<file path="config.mk">
export PLATFORM = sky130hd
export DESIGN_NAME = tone_player
export DESIGN_NICKNAME = d
export VERILOG_FILES = /design/src/rtl/tone_player.sv
export SDC_FILE = /design/constraint.sdc
export NUM_CORES = 1
export LEC_CHECK = 0
export CAP_MARGIN = 20
export CORE_MARGIN = 2
export CORE_UTILIZATION = 45
export CTS_BUF_LIST = sky130_fd_sc_hd__clkbuf_4 sky130_fd_sc_hd__clkbuf_8
export CTS_CLUSTER_SIZE = 12
export DETAILED_ROUTE_END_ITERATION = 8
export PLACE_DENSITY = 0.64
export SYNTH_ARGS = -nofsm -noshare
export SYNTH_HDL_FRONTEND = slang
export SYNTH_SLANG_ARGS = --single-unit
</file>
<file path="constraint.sdc">
create_clock -name clk -period 5.3 [get_ports clk]
set_input_delay 1.06 -clock clk [delete_from_list [all_inputs] [get_ports clk]]
set_output_delay 1.06 -clock clk [all_outputs]
set_load 0.03 [all_outputs]
</file>
<file path="src/rtl/tone_player.sv">
// Note-stream square-wave speaker driver: accepts (half-period, duration) notes over
// valid/ready and plays them back-to-back with a registered, glitch-free speaker output.
module tone_player #(
  parameter int DIV_W = 20,
  parameter int DUR_W = 24
) (
  input  logic             clk,
  input  logic             rst,
  input  logic             note_valid,
  output logic             note_ready,
  input  logic [DIV_W-1:0] note_half,
  input  logic [DUR_W-1:0] note_dur,
  output logic             speaker,
  output logic             busy,
  output logic             note_done
);

  typedef enum logic {
    S_IDLE = 1'b0,
    S_PLAY = 1'b1
  } state_t;

  state_t            state_q, state_d;
  logic [DIV_W-1:0]  half_q, half_d;
  logic [DUR_W-1:0]  dur_q, dur_d;
  logic [DIV_W-1:0]  phase_q, phase_d;
  logic [DUR_W-1:0]  dur_cnt_q, dur_cnt_d;
  logic              speaker_q, speaker_d;
  logic              done_q, done_d;

  logic              last;
  logic              xfer;
  logic [DUR_W-1:0]  dur_eff;

  // dur_q always holds a value >= 1 while playing, so dur_q-1 cannot wrap there
  assign last       = (state_q == S_PLAY) && (dur_cnt_q == dur_q - DUR_W'(1));
  assign note_ready = (state_q == S_IDLE) || last;
  assign xfer       = note_valid && note_ready;
  assign dur_eff    = (note_dur == '0) ? DUR_W'(1) : note_dur;

  always_comb begin
    state_d   = state_q;
    half_d    = half_q;
    dur_d     = dur_q;
    phase_d   = phase_q;
    dur_cnt_d = dur_cnt_q;
    speaker_d = speaker_q;
    done_d    = 1'b0;

    if (state_q == S_PLAY) begin
      dur_cnt_d = dur_cnt_q + DUR_W'(1);
      if (half_q == '0) begin
        phase_d   = '0;
        speaker_d = 1'b0;
      end else if (phase_q == half_q - DIV_W'(1)) begin
        phase_d   = '0;
        speaker_d = ~speaker_q;
      end else begin
        phase_d = phase_q + DIV_W'(1);
      end

      // note end overrides any toggle landing on the same edge
      if (last) begin
        state_d   = S_IDLE;
        phase_d   = '0;
        dur_cnt_d = '0;
        speaker_d = 1'b0;
        done_d    = 1'b1;
      end
    end

    if (xfer) begin
      state_d   = S_PLAY;
      half_d    = note_half;
      dur_d     = dur_eff;
      phase_d   = '0;
      dur_cnt_d = '0;
      speaker_d = 1'b0;
    end
  end

  always_ff @(posedge clk) begin
    if (rst) begin
      state_q   <= S_IDLE;
      half_q    <= '0;
      dur_q     <= '0;
      phase_q   <= '0;
      dur_cnt_q <= '0;
      speaker_q <= 1'b0;
      done_q    <= 1'b0;
    end else begin
      state_q   <= state_d;
      half_q    <= half_d;
      dur_q     <= dur_d;
      phase_q   <= phase_d;
      dur_cnt_q <= dur_cnt_d;
      speaker_q <= speaker_d;
      done_q    <= done_d;
    end
  end

  assign speaker   = speaker_q;
  assign busy      = (state_q == S_PLAY);
  assign note_done = done_q;

endmodule

</file>
* Word level (Yosys, flattened, before mapping) *
Index checks and enable logic that the tools add are counted.

cells by class
  add/sub/neg operators = 4
  $mul = 0
  div/mod/pow operators = 0
  $lt $le $gt $ge = 0
  equality and inequality tests = 2
  shift operators = 0
  mux-type cells = 12
  bitwise operators = 2
  reduce and logical (&&, ||, !) cells = 9

operator list
  operator                                                               number
  20-bit two-way mux                                                     3
  24-bit two-way mux                                                     2
  24-bit by 1-bit adder with 24-bit output (second input constant)       1
  24-bit equality test                                                   1
  24-bit zero test                                                       1
  24-bit by 1-bit subtractor with 24-bit output (second input constant)  1
  20-bit by 1-bit adder with 20-bit output (second input constant)       1
  20-bit equality test                                                   1
  20-bit zero test                                                       1
  20-bit by 1-bit subtractor with 20-bit output (second input constant)  1
  1-bit two-way mux                                                      7
  2-bit OR reduction                                                     2
  3-bit nonzero test                                                     1
  1-bit logical AND                                                      2
  1-bit inverter                                                         2
  2-bit AND reduction                                                    1
  1-bit logical OR                                                       1

word-level totals
  register bits after elaboration = 91
  latch bits = 0
  bits in writable memories = 0
  ROM bits = 0
  input bits = 47
  output and inout port bits = 4
  word-level logic and storage cells = 36
  memories = 0

* Logic depth before layout (Yosys ltp) *
  depth after elaboration = 6
  depth in mapped cells = 15
  gate-level depth less buffers = 11

* Least setup slack after synthesis *
Ideal clock, no wire load.

  path kind = register to output
  start = register dur_q[0]
  end = output port note_ready
  arrival = 3,071 ps
  required time = 4,240 ps
  path slack = 1,169 ps
  stages on the path, launching flop included = 14
  buffers on the path = 4
  cells stage by stage = dfxtp_1 clkbuf_1 inv_1 ha_1 buf_2 nor4b_2 nand4_1 o21a_1 a211o_1 or4_1 o31a_1 buf_6 inv_8 buf_6

between the ends
  cells in the longest elaborated chain, start to end = 4

RTL lines
  what                                           RTL line  source
  start: declaration                             25        logic [DUR_W-1:0] dur_q, dur_d;
  start signal: assignment                       94        dur_q <= dur_d;
  24-bit by 1-bit subtractor with 24-bit output  36        assign last = (state_q == S_PLAY) && (dur_cnt_q == dur_q - DUR_W'(1));
  24-bit equality test                           36
  1-bit logical AND                              36
  1-bit logical OR                               37        assign note_ready = (state_q == S_IDLE) || last;
  end: declaration                               10        output logic note_ready,

Every way passes these cells.

* Worst setup path after layout *
Ends and elaborated chain as after synthesis.

==> run summary <==
Outcome -> complete, no violations
Worst path top cell family by delay -> simple AND/OR/NAND/NOR gates
Routability cong. -> 0.911
Post-synth ARST share -> 0%
Initial DRC count -> 369
Pwr dens -> 250 nW/um^2
Area of the multi-input gates -> 3340 um^2
Final Hold Fails -> 0
Largest net degree at the start of global routing -> 71
Total power -> 0.00153 W
CTS tree -> yes
Synthesized area per cell -> 7.94 um^2
Tmin final -> 5070 ps
Inserted Clock Buffers -> 9
Vias per cell -> 5.97
Rel. slew slack -> 40.5%
Seq. cell area -> 1820 um^2
First drt pass iteration count -> 5
Tot GR Track Use -> 24.2%
Critical path depth in cells -> 10
First-pass GRT wire length -> 24900 um
Clock Latency Late Sink -> 390 ps
Final cell area excluding filler cells -> 6120 um^2
Worst hold path class -> flop to flop
Critical path endpoint category -> output port
Crit path DAT -> 4010 ps
WL per Instance -> 17.4 um
FF-to-FF End -> dur_cnt_q[3]$_SDFFE_PP0P_
Critical Path Max Stage Delay -> 540 ps
Placement-stage cell area -> 5940 um^2
CTS Sinks -> 91
Worst Setup Path Type -> flop to output port
Cells resized by post-CTS repair -> 0
CP max stage cell -> or4_1
Final HPWL DP -> 11100 um
RSZ-0062 raised after global routing -> false
Leak Pwr -> 2.10 nW
Skew final -> 9.91 ps
DRC violations left -> 0
Ys Warns -> 0
Antenna Cells -> 0
Filler cell count in the final layout -> 1180
Max Cap Violations -> 0
DIE AREA -> 13000 um^2
Initial Utilization -> 45.8%
Crit path cell chain -> inv_1, ha_1, nor4b_2, nand4_1, o21a_1, a211o_1, or4_1, o31a_1, inv_8, buf_4
FF-to-FF path depth -> 11
Share of layout cells above drive strength 1 -> 5.06%
Synth Flop Type -> dfxtp_1
Row count -> 40
Total number of vias -> 5125
Startpoint Class -> flop
Cell Area, Synth -> 5460 um^2
Period utilisation layout -> 95.7%
Root Buffer Master -> clkbuf_8
Post-synthesis cell type count -> 61
Postcts setup bufs -> 0
Mapped Cells -> 687
Worst Setup SP -> dur_q[0]$_SDFFE_PP0P_
Critical Path End -> note_ready
# setup viols final -> 0
Critical path fanouts, max -> 46
CTS clock-pin slew for the worst setup and hold paths -> 100 ps
Core Region -> 11900 um^2
Final Max Tran Viols -> 0
Max Fclk -> 197 MHz
Worst-Margin Slew -> 893 ps
Initial antenna violation count -> 0
Layout net count -> 758
Routed Antenna Nets -> 0
Drt total wl -> 15000 um
Final setup TNS -> 0 ps
Number of synthesized register bits -> 91
Die W -> 114 um
Fin util -> 51.4%
Worst R2R Start -> dur_q[0]$_SDFFE_PP0P_
Vias in the first global route -> 4872
Post-synthesis sequential area ratio -> 33.4%
PortBufs -> 50
Min Hold Slack -> 524 ps
Crit path buf inv count -> 3
Maximum clock insertion buffer count -> 2
Max VDD drop -> 0.161 mV
Vert. Die Dim -> 114 um
Post-synth EDFFs -> 0
Syn nets -> 738
GR Overflow Total -> 0
R2r setup slk -> 1090 ps
Required time of the critical path -> 4240 ps
Layout area overhead -> 12.1%
Hold Buf Count CTS -> 0
H-tree levels -> 3
I/O Pins -> 51
[kinds of logic (layout without fill, tap and decap cells)]
kind of cell	count (synthesis)	in the layout	synth area share, %
AO/OA/AOI/OAI	148	148	16.5
flip-flops	91	91	33.4
AND/OR/NAND/NOR	284	284	27.5
multiplexers	5	5	0.917
adder cells (fa/ha/maj)	4	4	0.917
XOR/XNOR	95	95	15.2
buffers and inverters	60	85	5.50
[cells in the mapped netlist (3+ instances only)]
cell | count | area share [%]
a211oi_1 | 4 | 0.55
nand3_1 | 65 | 6.0
or3_1 | 7 | 0.80
nand2_1 | 31 | 2.1
o21a_1 | 3 | 0.41
xnor2_1 | 52 | 8.3
nand4_1 | 13 | 1.5
nand4b_1 | 5 | 0.80
nor4_1 | 26 | 3.0
ha_1 | 4 | 0.92
buf_2 | 6 | 0.55
and4_1 | 3 | 0.48
dfxtp_1 | 91 | 33
nor3_1 | 43 | 3.9
buf_4 | 3 | 0.41
nor2_1 | 51 | 3.5
buf_6 | 5 | 1.0
inv_1 | 12 | 0.83
or2_2 | 3 | 0.34
mux2i_1 | 5 | 0.92
and2_1 | 4 | 0.46
clkbuf_1 | 31 | 2.1
o211ai_1 | 6 | 0.83
or4_1 | 7 | 0.96
a31oi_1 | 12 | 1.4
xor2_1 | 43 | 6.9
a21oi_1 | 51 | 4.7
o31ai_1 | 3 | 0.41
and3_1 | 15 | 1.7
o21ai_0 | 47 | 4.3
[metrics by stage]
| step | cells | setup WS (ps) |
|---|---|---|
| 6_report | 859 | 230 |
| 4_1_cts | 859 | 273 |
| 3_3_place_gp | 843 | 814 |
| 3_5_place_dp | 843 | 715 |
| 2_1_floorplan | 687 | 1170 |
| 5_1_grt | 859 | 1.20 |
[state kept, by name (all words and copies together), names as in the netlist]
name       count
busy           1
half_q        20
phase_q       20
speaker        1
note_done      1
dur_cnt_q     24
dur_q         24
[final cells by class]
type	count	share of cell area, %
multi-input cells	536	54.5
repair buffers	56	8.80
clock buffers	11	2.37
flip-flops and latches	91	29.8
inverters	13	0.920
clock inverters	5	0.593
well taps	147	3.01
[worst min-delay path by stage]
| stage | startpoint | end | depth (start not counted) |
|---|---|---|---|
| after detailed placement | dur_q[7]$_SDFFE_PP0P_ | dur_q[7]$_SDFFE_PP0P_ | 2 |
| after global routing | dur_q[17]$_SDFFE_PP0P_ | dur_q[17]$_SDFFE_PP0P_ | 2 |
| after floorplan | dur_q[22]$_SDFFE_PP0P_ | dur_q[22]$_SDFFE_PP0P_ | 2 |
| after CTS | dur_q[7]$_SDFFE_PP0P_ | dur_q[7]$_SDFFE_PP0P_ | 2 |
| after global placement | half_q[19]$_SDFFE_PP0P_ | half_q[19]$_SDFFE_PP0P_ | 2 |
| final | dur_q[7]$_SDFFE_PP0P_ | dur_q[7]$_SDFFE_PP0P_ | 2 |
[worst min-delay path, stage by stage, from the launching register on]
cell	delay, ps
dfxtp_1	340
o21ai_0	80
a21oi_1	60
[power breakdown]
part | internal (W) | leakage, nW | switching [W]
combinational | 0.000148 | 1.26 | 0.000182
sequential | 0.000704 | 0.740 | 0.0000371
clock | 0.000191 | 0.0975 | 0.000267
[layout by cell type, fill, tap and decap left out, types with 31 or more instances in the layout]
master / instances
nand3_1: 65
xnor2_1: 52
o21ai_0: 47
a21oi_1: 51
clkdlybuf4s50_1: 48
nor3_1: 43
nor2_1: 51
xor2_1: 43
nand2_1: 31
dfxtp_1: 91
[layer usage]
metal  GRT usage (%)  part of all wire [%]
met1            33.4                    48
met2            38.8                    46
met3            4.34                   4.5
met4            6.75                   1.4
met5               0                     0
Power figures use the tool's default switching activity.
